[config.mk]
export PLATFORM = sky130hd
export DESIGN_NAME = led_blink_monitor
export DESIGN_NICKNAME = d
export VERILOG_FILES = /design/src/rtl/led_blink_monitor_pkg.sv /design/src/rtl/led_blink_monitor_bit_sync.sv /design/src/rtl/led_blink_monitor.sv
export SDC_FILE = /design/constraint.sdc
export NUM_CORES = 1
export LEC_CHECK = 0
export CORE_UTILIZATION = 30
export CTS_CLUSTER_SIZE = 30
export DETAILED_ROUTE_END_ITERATION = 7
export SLEW_MARGIN = 10
export SYNTH_ARGS = -nofsm -noshare
export SYNTH_HDL_FRONTEND = slang
export SYNTH_HIERARCHICAL = 1
export SYNTH_SLANG_ARGS = --single-unit
[constraint.sdc]
create_clock -name clk -period 4.1 [get_ports clk]
set_input_delay 0.41 -clock clk [delete_from_list [all_inputs] [get_ports clk]]
set_output_delay 0.41 -clock clk [all_outputs]
set_load 0.1 [all_outputs]
[src/rtl/led_blink_monitor_pkg.sv]
// Shared types and defaults for the LED blink-pattern monitor.
// FSM encodings are fixed so lab tools can decode o_dbg_state directly.
package led_blink_monitor_pkg;

  typedef enum logic [1:0] {
    ST_WAIT = 2'd0,
    ST_HIGH = 2'd1,
    ST_LOW  = 2'd2
  } state_t;

  localparam int DEF_CNT_W    = 16;
  localparam int DEF_EXP_LEN  = 10;
  localparam int DEF_TOL      = 0;
  localparam int DEF_LOCK_CNT = 4;
  localparam int SYNC_DEPTH   = 2;

  function automatic logic [7:0] sat_inc8(input logic [7:0] v);
    return (v == 8'hFF) ? v : v + 8'd1;
  endfunction

endpackage

[src/rtl/led_blink_monitor_bit_sync.sv]
// Synchronous-reset flop chain used as a metastability synchronizer
// for asynchronous board inputs. DEPTH flops, all clearing to 0.
module led_blink_monitor_bit_sync #(
  parameter int DEPTH = 2
) (
  input  logic clk,
  input  logic reset,
  input  logic i_d,
  output logic o_q
);

  logic [DEPTH-1:0] r_chain;

  always_ff @(posedge clk) begin
    if (reset) begin
      r_chain <= '0;
    end else begin
      r_chain[0] <= i_d;
      for (int i = 1; i < DEPTH; i++) begin
        r_chain[i] <= r_chain[i-1];
      end
    end
  end

  assign o_q = r_chain[DEPTH-1];

endmodule

[src/rtl/led_blink_monitor.sv]
// Blink-pattern receiver: measures high/low phase lengths, flags bad phases and timeouts,
// tracks lock. Define BLINK_MON_SYNC_EN to put a two-flop synchronizer ahead of the sampler.
module led_blink_monitor
  import led_blink_monitor_pkg::*;
#(
  parameter int CNT_W    = DEF_CNT_W,
  parameter int EXP_LEN  = DEF_EXP_LEN,
  parameter int TOL      = DEF_TOL,
  parameter int LOCK_CNT = DEF_LOCK_CNT
) (
  input  logic             clk,
  input  logic             reset,
  input  logic             in,
  output logic [CNT_W-1:0] hi_len,
  output logic [CNT_W-1:0] lo_len,
  output logic             meas_valid,
  output logic             meas_hi,
  output logic             err,
  output logic [7:0]       err_cnt,
  output logic             locked,
  output logic [1:0]       o_dbg_state
);

  localparam logic [CNT_W-1:0] CNT_MAX = '1;
  localparam logic [CNT_W-1:0] CNT_ONE = CNT_W'(1);
  localparam int               TMO_LEN = EXP_LEN + TOL + 1;
  localparam logic [CNT_W:0]   EXP_W   = (CNT_W+1)'(EXP_LEN);
  localparam logic [CNT_W:0]   TOL_W   = (CNT_W+1)'(TOL);
  localparam int               RUN_W   = (LOCK_CNT < 2) ? 1 : $clog2(LOCK_CNT + 1);
  localparam logic [RUN_W-1:0] RUN_MAX = RUN_W'(LOCK_CNT);

  logic w_in_q;

`ifdef BLINK_MON_SYNC_EN
  led_blink_monitor_bit_sync #(
    .DEPTH (SYNC_DEPTH)
  ) u_sync (
    .clk   (clk),
    .reset (reset),
    .i_d   (in),
    .o_q   (w_in_q)
  );
`else
  assign w_in_q = in;
`endif

  logic             r_s;
  logic             r_s_d;
  state_t           r_state;
  logic [CNT_W-1:0] r_cnt;
  logic [CNT_W-1:0] r_hi_len;
  logic [CNT_W-1:0] r_lo_len;
  logic             r_meas_valid;
  logic             r_meas_hi;
  logic             r_err;
  logic [7:0]       r_err_cnt;
  logic             r_locked;
  logic [RUN_W-1:0] r_run;
  logic             r_tmo;

  logic             w_rise;
  logic             w_fall;
  logic [CNT_W-1:0] w_cnt_inc;
  logic             w_tmo_hit;
  logic [CNT_W:0]   w_cnt_ext;
  logic [CNT_W:0]   w_diff;
  logic             w_good;
  logic [RUN_W-1:0] w_run_inc;

  assign w_rise    = r_s & ~r_s_d;
  assign w_fall    = ~r_s & r_s_d;
  assign w_cnt_inc = (r_cnt == CNT_MAX) ? r_cnt : r_cnt + 1'b1;
  assign w_tmo_hit = (32'(w_cnt_inc) == 32'(TMO_LEN));
  // Deviation is taken one bit wider than the counter so it never wraps.
  assign w_cnt_ext = {1'b0, r_cnt};
  assign w_diff    = (w_cnt_ext >= EXP_W) ? (w_cnt_ext - EXP_W) : (EXP_W - w_cnt_ext);
  assign w_good    = (w_diff <= TOL_W);
  assign w_run_inc = (r_run == RUN_MAX) ? r_run : r_run + 1'b1;

  state_t           w_state_nxt;
  logic [CNT_W-1:0] w_cnt_nxt;
  logic [CNT_W-1:0] w_hi_len_nxt;
  logic [CNT_W-1:0] w_lo_len_nxt;
  logic             w_meas;
  logic             w_meas_hi_nxt;
  logic             w_bad;
  logic [7:0]       w_err_cnt_nxt;
  logic             w_locked_nxt;
  logic [RUN_W-1:0] w_run_nxt;
  logic             w_tmo_nxt;

  always_comb begin
    w_state_nxt   = r_state;
    w_cnt_nxt     = r_cnt;
    w_hi_len_nxt  = r_hi_len;
    w_lo_len_nxt  = r_lo_len;
    w_meas        = 1'b0;
    w_meas_hi_nxt = 1'b0;
    w_bad         = 1'b0;
    w_err_cnt_nxt = r_err_cnt;
    w_locked_nxt  = r_locked;
    w_run_nxt     = r_run;
    w_tmo_nxt     = r_tmo;

    case (r_state)
      ST_WAIT: begin
        if (w_rise) begin
          w_state_nxt = ST_HIGH;
          w_cnt_nxt   = CNT_ONE;
          w_tmo_nxt   = 1'b0;
        end else if (w_fall) begin
          w_state_nxt = ST_LOW;
          w_cnt_nxt   = CNT_ONE;
          w_tmo_nxt   = 1'b0;
        end
      end
      ST_HIGH: begin
        if (w_fall) begin
          w_hi_len_nxt  = r_cnt;
          w_meas        = 1'b1;
          w_meas_hi_nxt = 1'b1;
          w_state_nxt   = ST_LOW;
          w_cnt_nxt     = CNT_ONE;
          w_tmo_nxt     = 1'b0;
        end else begin
          w_cnt_nxt = w_cnt_inc;
          if (w_tmo_hit && !r_tmo) begin
            w_bad     = 1'b1;
            w_tmo_nxt = 1'b1;
          end
        end
      end
      ST_LOW: begin
        if (w_rise) begin
          w_lo_len_nxt  = r_cnt;
          w_meas        = 1'b1;
          w_meas_hi_nxt = 1'b0;
          w_state_nxt   = ST_HIGH;
          w_cnt_nxt     = CNT_ONE;
          w_tmo_nxt     = 1'b0;
        end else begin
          w_cnt_nxt = w_cnt_inc;
          if (w_tmo_hit && !r_tmo) begin
            w_bad     = 1'b1;
            w_tmo_nxt = 1'b1;
          end
        end
      end
      default: begin
        w_state_nxt = ST_WAIT;
      end
    endcase

    // A phase that already timed out has been charged once; its closing edge only reports length.
    if (w_meas && !r_tmo) begin
      if (w_good) begin
        w_run_nxt = w_run_inc;
        if (w_run_inc == RUN_MAX) begin
          w_locked_nxt = 1'b1;
        end
      end else begin
        w_bad = 1'b1;
      end
    end

    if (w_bad) begin
      w_err_cnt_nxt = sat_inc8(r_err_cnt);
      w_locked_nxt  = 1'b0;
      w_run_nxt     = '0;
    end
  end

  always_ff @(posedge clk) begin
    if (reset) begin
      r_s          <= 1'b0;
      r_s_d        <= 1'b0;
      r_state      <= ST_WAIT;
      r_cnt        <= '0;
      r_hi_len     <= '0;
      r_lo_len     <= '0;
      r_meas_valid <= 1'b0;
      r_meas_hi    <= 1'b0;
      r_err        <= 1'b0;
      r_err_cnt    <= '0;
      r_locked     <= 1'b0;
      r_run        <= '0;
      r_tmo        <= 1'b0;
    end else begin
      r_s          <= w_in_q;
      r_s_d        <= r_s;
      r_state      <= w_state_nxt;
      r_cnt        <= w_cnt_nxt;
      r_hi_len     <= w_hi_len_nxt;
      r_lo_len     <= w_lo_len_nxt;
      r_meas_valid <= w_meas;
      r_meas_hi    <= w_meas_hi_nxt;
      r_err        <= w_bad;
      r_err_cnt    <= w_err_cnt_nxt;
      r_locked     <= w_locked_nxt;
      r_run        <= w_run_nxt;
      r_tmo        <= w_tmo_nxt;
    end
  end

  // meas_valid is a one-cycle strobe with no ready: consumers capture hi_len/lo_len on it.
  assign hi_len      = r_hi_len;
  assign lo_len      = r_lo_len;
  assign meas_valid  = r_meas_valid;
  assign meas_hi     = r_meas_hi;
  assign err         = r_err;
  assign err_cnt     = r_err_cnt;
  assign locked      = r_locked;
  assign o_dbg_state = r_state;

endmodule

==> run metrics, run 1 <==
Tmin final 3.67 ns; Post-Synthesis Cells slightly above 500; WL met2 between 5000 and 6000 um; vias per inst 5.31; per-cell routed wire length roughly 15 um; diode count 0; Synth Register Bits ~70; io pins 49; period utilisation layout 89.6%; number of global-route vias before repair 3495; maxcap violations 0; fin nets 566; DRT met1 WL about 5200 um; GRT Util Overall approximately 17%; warnings from Yosys 6; Layout Cells excl Fill 723; CTS resizes 0; Setup Fix Bufs, Post-CTS 0; asr flop ratio synth 0%; met3 WL post-DR 743 um; post-synth cell types 69; Chip Width 116 um; headroom to the max-slew limit 33.2%; Root Buffer clkbuf_16; Worst setup SP type flip-flop; Avg Inst Size Synth 7.66 um^2; clock-pin slew on the worst setup and hold paths ~0.06 ns; Util after Layout 38.4%; area leader, netlist dfxtp_1; class of the worst hold path flip-flop to flip-flop; Fmax achieved 272 MHz; Seq/Total Area, Yosys 35.0%; core area 12600 um^2; routability cong. 0.930; Peak VDD IR between 0.15 and 0.2 mV; Slew Limit Fails 0; area share of the largest cell type after synthesis 35.0%; DR top layer met4; worst skew pair latency between 0.3 and 0.4 ns; P_leak about 0.0016 uW; first-pass GRT wire length approximately 18000 um; Initial Utilization 30.9%; RSZ-0062 raised after global routing no; Die Y 116 um; clk_skew 0.00590 ns; Sink Count 68; PD cells 322 nW/um^2; Post-synth EDFFs 0; DRT antenna net count 0; CTS tree done; CP required 4.32 ns; hold_buf cts 0; H-tree Lvls 3; vias between 3000 and 4000; Post-synth top flop dfxtp_1; hpwl dp 7820 um; die area 13400 um^2; data arrival time of the critical path 3.89 ns; largest net degree at the start of global routing 40; syn_nets approximately 530; CP Max Fanout 17; # rows 41; Overflow after GRT 0; Hold Vio Cnt, Final 0; DRT Pass-1 Iters 5; clock buffer depth 2; initial antenna violation count 0; Fillers roughly 1400; CTS buffer count 9; outcome finished clean; Iter 0 DRT Violations approximately 450; P&R area growth vs syn 24.3%; DR DRC count 0; port buffer count 48; Synth area leaders dfxtp_1, a21oi_1, nand2_1; Worst Path Class, Setup flip-flop to flip-flop; Syn Std Cell Area just under 4000 um^2; layout cell share with drive strength beyond 1 under 10%; Total Neg Setup Slack 0 ns; Final setup viols 0; Post-Place Cells 707; Worst-Margin Slew 0.999 ns; Crit. End Element flip-flop; total wire length about 11000 um
## cell families (layout without fill, tap and decap cells)
group,Yosys count,count (layout),share of synthesized area (%)
compound gates,132,132,20.9
xor+xnor,5,5,1.12
fa+ha+maj,17,17,5.46
buf+inv,48,91,5.08
flops,68,68,35.0
mux,7,7,2.22
simple gates,231,231,30.3
## Yosys cell counts (4+ instances only)
master and instances:
nand2_1 89, a21oi_1 69, dfxtp_1 68, nor2_1 36, clkbuf_1 26, o21ai_0 19
ha_1 17, nand3_1 16, inv_1 13, nand4_1 11, nor3_1 10, nor2b_1 9
nand2b_1 8, nor4_1 8, and3_1 7, and2_1 6, buf_1 5, a21o_1 4
a31oi_1 4, o211ai_1 4, or4_1 4, xnor2_1 4
## cell usage in the layout (no fill, tap or decap), drive strengths merged, types with 4 or more instances in the layout
master,n
a211oi,4
a21o,4
a21oi,70
a31oi,4
and2,6
and3,7
buf,15
clkbuf,9
clkdlybuf4s50,47
dfxtp,68
ha,17
inv,15
mux2,4
nand2,89
nand2b,8
nand3,18
nand4,11
nor2,37
nor2b,9
nor3,11
nor4,9
o211ai,4
o21ai,19
or4,7
xnor2,4
## worst paths after layout
kind	from	slack, ns	to	cells after the start
max	r_cnt[7]$_SDFFE_PP0P_	0.43	err_cnt[4]$_SDFFE_PP0P_	8
min	lo_len[1]$_SDFFE_PP0P_	0.45	lo_len[1]$_SDFFE_PP0P_	2
max reg2reg	r_cnt[7]$_SDFFE_PP0P_	0.43	err_cnt[4]$_SDFFE_PP0P_	8
min reg2reg	lo_len[1]$_SDFFE_PP0P_	0.45	lo_len[1]$_SDFFE_PP0P_	2
## report_power, final
group | total, uW | switching (uW) | internal (uW) | leakage, uW
logic | 102 | 70.2 | 31.8 | 0.000912
clock network | 781 | 308 | 474 | 0.000146
registers | 673 | 7.87 | 665 | 0.000548
## worst max-delay path: stages, from the launching register on
cell and delay [ns]:
dfxtp_1 0.64, nand4_1 0.41, or4_1 0.76, a211oi_1 0.34
nand4_1 0.16, nor4_2 0.50, nand3_1 0.19, a21oi_1 0.24
mux2_4 0.31
## metrics by stage
stage          hold slack (ns)  worst slack, ns  total power (uW)  cell area [um^2]
5_1_grt                  0.474            0.136              1610              4840
3_3_place_gp             0.448            0.650               788              4540
2_1_floorplan            0.441            0.719               760              3890
6_report                 0.454            0.427              1560              4840
3_5_place_dp             0.450            0.561               790              4540
4_1_cts                  0.459            0.531              1570              4840
## cell type report
cell class,instances,area (um^2),share of cell area [%]
Multi-Input combinational cell,392,2330,48.2
Sequential cell,68,1360,28.1
Timing Repair Buffer,62,581,12.0
Clock buffer,9,225,4.65
Tap cell,172,215,4.45
Clock inverter,7,73.8,1.53
Inverter,13,48.8,1.01
## metal layers
| layer | GRT usage [%] | vias to the layer above |
|---|---|---|
| met5 | 0 | - |
| met4 | 6.32 | 0 |
| met3 | 3.66 | 15 |
| met2 | 27.0 | 142 |
| met1 | 23.1 | 1797 |
| li1 | - | 1888 |
## state kept, by name, summed over array words and instances, names as in the netlist
| name | flops |
|---|---|
| meas_valid | 1 |
| err_cnt | 8 |
| hi_len | 16 |
| r_cnt | 16 |
| r_s_d | 1 |
| r_run | 3 |
| r_s | 1 |
| r_tmo | 1 |
| locked | 1 |
| o_dbg_state | 2 |
| meas_hi | 1 |
| err | 1 |
| lo_len | 16 |
(Power assumes the default switching activity.)
==> run 2: changes to the inputs <==
--- a/config.mk
+++ b/config.mk
@@ -8,6 +8,7 @@
 export CORE_UTILIZATION = 30
 export CTS_CLUSTER_SIZE = 30
 export DETAILED_ROUTE_END_ITERATION = 7
+export PLACE_DENSITY = 0.55
 export SLEW_MARGIN = 10
 export SYNTH_ARGS = -nofsm -noshare
 export SYNTH_HDL_FRONTEND = slang
==> run 2 against run 1 <==
Global-route usage up 0.89 points. Clock power up 4.9%. Flip-flop and latch count unchanged. Worst setup slack better by 0.093 ns. Worst hold slack about the same.
==> run metrics, run 2 (synthesized netlist as in run 1, its figures left out) <==
outcome finished clean; Setup Fix Bufs, Post-CTS 0; CP required 4.33 ns; worst path bufs/invs 0; io pins 49; layer with the highest usage met2; headroom to the max-slew limit 30.4%; clock buffer depth 2; critical path, cell by cell nand4_1 > or4_1 > mux2i_1 > nand4b_1 > nor4_1 > nand3_1 > a211oi_2 > mux2_4; Hold Vio Cnt, Final 0; Clock Power Share 51.3%; DR DRC count 0; clk_skew 0.00321 ns; PD cells 329 nW/um^2; clock-pin slew on the worst setup and hold paths 0.05 ns; Logic pwr share 6.5%; H-tree Lvls 3; Initial Utilization 30.9%; vias 3836; most common cell after layout, fill and taps aside nand2_1; CP Max Fanout 17; Worst Path Class, Setup flip-flop to flip-flop; Total Neg Setup Slack 0 ns; worst skew pair latency 0.34 ns; Internal 1240 uW; delay-heaviest family, CP simple AND/OR/NAND/NOR gates; Slew Limit Fails 0; # rows a little over 40; fin nets 567; hold_ws 0.454 ns; diode count 0; DRT Pass-1 Iters 5; Overflow after GRT 0; routability cong. 0.894; Peak VDD IR 0.239 mV; Iter 0 DRT Violations 309; Fillers approximately 1300; hpwl dp around 8100 um; vias per inst between 5 and 6; P&R area growth vs syn 24.7%; Worst-Margin Slew approximately 1.0 ns; Net Sw Frac 22.3%; maxcap violations 0; first-pass GRT wire length 18500 um; initial antenna violation count 0; CTS resizes 0; CTS buffer count 9; Chip Width between 100 and 150 um; most frequent cells in the layout nand2_1, a21oi_1, dfxtp_1; per-cell routed wire length between 15 and 20 um; number of global-route vias before repair ~3700; met1 Use GR approximately 22%; critical path's slowest cell or4_1; DRT antenna net count 0; Layout Cells excl Fill 722; port buffer count 48; sequential share of power 42.2%; layout cell share with drive strength beyond 1 9.09%; GRT Util Overall between 15 and 20%; Util after Layout between 30% and 40%; Sink Count 68; GRT met3 Usage 6.64%; Final setup viols 0; largest net degree at the start of global routing 39; P_sw 357 uW; hold_buf cts 0; Crit. End Element flip-flop; data arrival time of the critical path around 3.8 ns; Die Y 116 um; grt met2 use 29.1%; Fmax achieved 279 MHz; class of the worst hold path flip-flop to flip-flop; total wire length 11400 um; Worst path max stage delay 0.73 ns; RSZ-0062 raised after global routing no; Tmin final 3.58 ns; Worst setup SP type flip-flop; period utilisation layout between 80% and 90%; core area 12600 um^2; CTS tree done; P_leak 0.00161 uW; die area 13400 um^2; Post-Place Cells about 700; Root Buffer clkbuf_16
[run 2: cell count changes in the layout (fill, tap and decap cells not counted)]
| cell | delta |
|---|---|
| clkbuf_1 | +2 |
| clkinvlp_4 | -1 |
| inv_6 | -2 |
| buf_4 | +1 |
| bufinv_16 | +1 |
| clkbuf_8 | +1 |
| clkinv_4 | -1 |
| clkinv_2 | -2 |
[run 2: worst paths after layout]
check                                              from                      end  slack, ns  depth (start not counted)
worst max-delay path              r_cnt[7]$_SDFFE_PP0P_  err_cnt[7]$_SDFFE_PP0P_       0.52                          8
worst min register to register  hi_len[13]$_SDFFE_PP0P_  hi_len[13]$_SDFFE_PP0P_       0.45                          2
worst max register to register    r_cnt[7]$_SDFFE_PP0P_  err_cnt[7]$_SDFFE_PP0P_       0.52                          8
worst min-delay path            hi_len[13]$_SDFFE_PP0P_  hi_len[13]$_SDFFE_PP0P_       0.45                          2
[run 2: final cells by class]
| cell class | count | area, um^2 | area share, % |
|---|---|---|---|
| multi-input combinational | 392 | 2330 | 48.1 |
| tap | 172 | 215 | 4.43 |
| inverter | 13 | 48.8 | 1.01 |
| clock buffer | 12 | 246 | 5.08 |
| timing repair buffer | 63 | 588 | 12.1 |
| clock inverter | 2 | 60.1 | 1.24 |
| sequential | 68 | 1360 | 28.0 |
[run 2: power groups by stage]
stage | sequential (uW) | clock (uW) | combinational, uW
floorplan | 696 | 0 | 64.5
global placement | 687 | 0 | 102
detailed placement | 688 | 0 | 103
CTS | 673 | 839 | 103
global route | 675 | 867 | 114
finish | 674 | 819 | 103
[run 2: worst min-delay path: stages, from the launching register on]
cell,delay [ns]
dfxtp_1,0.30
nand2_1,0.05
a21oi_1,0.05
[run 2: metrics by stage]
step	setup WS, ns	instance area (um^2)	total power [uW]
2_1_floorplan	0.719	3890	760
3_3_place_gp	0.610	4550	789
3_5_place_dp	0.541	4550	791
4_1_cts	0.530	4850	1620
5_1_grt	0.185	4850	1660
6_report	0.521	4850	1600
[run 2: per-layer routing]
layer | part of all wire (%) | up-vias
met4 | 1.9 | 0
met2 | 46 | 119
met5 | 0 | -
li1 | - | 1889
met1 | 46 | 1805
met3 | 6.0 | 23
==> run 3: changes to the inputs <==
--- a/config.mk
+++ b/config.mk
@@ -5,6 +5,7 @@
 export SDC_FILE = /design/constraint.sdc
 export NUM_CORES = 1
 export LEC_CHECK = 0
+export CORE_MARGIN = 8
 export CORE_UTILIZATION = 30
 export CTS_CLUSTER_SIZE = 30
 export DETAILED_ROUTE_END_ITERATION = 7
==> run 3 against run 2 <==
Flip-flop and latch count is the same. Core utilization shrank 0.27 points. Largest power group unchanged. Fmax shrank 4.0%. Clock power shrank 6.5%. Critical path type unchanged. Via count shrank 0.16%. Sequential share of layout area grew 0.087 points. Global-route usage shrank 3.7 points.
==> run metrics, run 3 (synthesized netlist as in run 1, its figures left out) <==
outcome finished clean; Setup Fix Bufs, Post-CTS 0; P&R area growth vs syn 24.3%; Worst setup SP type flip-flop; diode count 0; Peak VDD IR 0.185 mV; CTS resizes 0; CTS buffer count 9; layout cell share with drive strength beyond 1 under 10%; clk_skew 0.00620 ns; Worst path max stage delay 0.75 ns; Root Buffer clkbuf_16; fin nets 567; Slew Limit Fails 0; Chip Width approximately 130 um; critical path's slowest cell or4_1; number of global-route vias before repair about 3700; Fmax achieved 268 MHz; port buffer count 48; PD cells 318 nW/um^2; Worst-Margin Slew 1.00 ns; H-tree Lvls 3; Tmin final 3.73 ns; class of the worst hold path flip-flop to flip-flop; Iter 0 DRT Violations 286; first-pass GRT wire length about 19000 um; Hold Vio Cnt, Final 0; Die Y 130 um; die area 16900 um^2; DRT Pass-1 Iters 5; clock buffer depth 2; Sink Count 68; Total Neg Setup Slack 0 ns; vias 3830; per-cell routed wire length 16.1 um; GRT Util Overall 14.4%; hpwl dp 8490 um; DRT antenna net count 0; period utilisation layout 91.0%; DR DRC count 0; headroom to the max-slew limit about a third; core area 12700 um^2; largest net degree at the start of global routing 39; routability cong. 0.878; vias per inst 5.30; data arrival time of the critical path between 3 and 4 ns; Final Worst Setup Slack 0.371 ns; maxcap violations 0; Crit. End Element flip-flop; Worst Path Class, Setup flip-flop to flip-flop; CP required ~4.3 ns; critical path, cell by cell nand4_1 > or4_1 > mux2i_1 > nand4b_1 > nor4_1 > nand3_1 > a211oi_2 > mux2_4; worst skew pair latency 0.33 ns; hold_buf cts 0; CP Max Fanout 17; P_leak around 0.0016 uW; CTS tree done; initial antenna violation count 0; Overflow after GRT 0; RSZ-0062 raised after global routing no; most frequent cells in the layout nand2_1, a21oi_1, dfxtp_1; Place WS about 0.5 ns; Final setup viols 0; Fillers approximately 1300; clock-pin slew on the worst setup and hold paths 0.06 ns; # rows roughly 40; io pins 49; most common cell after layout, fill and taps aside nand2_1; Initial Utilization 30.7%; total wire length 11600 um
run 3: cell count changes in the layout (fill, tap and decap cells not counted):
cell / previous run / this run
clkbuf_1: 2 / 1
clkbuf_8: 1 / 2
clkinv_2: 0 / 1
bufinv_16: 2 / 1
run 3: per-stage QoR:
stage / instances / hold slack [ns] / utilization (%) / instance area [um^2] / power [uW]
after detailed placement: 708 / 0.449 / 35.9 / 4550 / 790
after global placement: 708 / 0.448 / 35.9 / 4550 / 789
final: 722 / 0.453 / 38.2 / 4840 / 1540
after global routing: 722 / 0.473 / 38.2 / 4840 / 1600
after floorplan: 508 / 0.441 / - / 3890 / 760
after CTS: 722 / 0.457 / 38.2 / 4840 / 1560
run 3: area by class of cell:
| type | count | area [um^2] | share of cell area (%) |
|---|---|---|---|
| Multi-Input combinational cell | 392 | 2330 | 48.2 |
| Sequential cell | 68 | 1360 | 28.1 |
| Timing Repair Buffer | 63 | 588 | 12.2 |
| Clock buffer | 12 | 256 | 5.30 |
| Tap cell | 172 | 215 | 4.45 |
| Inverter | 13 | 48.8 | 1.01 |
| Clock inverter | 2 | 35.0 | 0.724 |
run 3: per-layer routing:
| metal | up-vias | track usage (%) | part of all wire (%) | wire, um |
|---|---|---|---|---|
| li1 | 1886 | - | - | - |
| met1 | 1814 | 17.9 | 44 | 5150 |
| met2 | 113 | 23.6 | 47 | 5510 |
| met3 | 17 | 3.79 | 6.7 | 781 |
| met4 | 0 | 4.71 | 1.6 | 184 |
| met5 | - | 0 | 0 | 0 |
run 3: final timing paths:
path,from,to,slack (ns),cells after the start
worst min register to register,lo_len[5]$_SDFFE_PP0P_,lo_len[5]$_SDFFE_PP0P_,0.45,2
worst min-delay path,lo_len[5]$_SDFFE_PP0P_,lo_len[5]$_SDFFE_PP0P_,0.45,2
worst max-delay path,r_cnt[7]$_SDFFE_PP0P_,err_cnt[7]$_SDFFE_PP0P_,0.37,8
worst max register to register,r_cnt[7]$_SDFFE_PP0P_,err_cnt[7]$_SDFFE_PP0P_,0.37,8
run 3: worst max-delay path, delay by kind of cell (launching register included):
| family | cells | cell delay [ns] |
|---|---|---|
| AO/OA/AOI/OAI | 1 | 0.32 |
| flip-flops | 1 | 0.65 |
| multiplexers | 2 | 0.52 |
| AND/OR/NAND/NOR | 5 | 2.12 |
run 3: power breakdown:
| part | switching [uW] | internal (uW) |
|---|---|---|
| clock network | 270 | 496 |
| registers | 8.45 | 666 |
| logic | 69.8 | 31.7 |
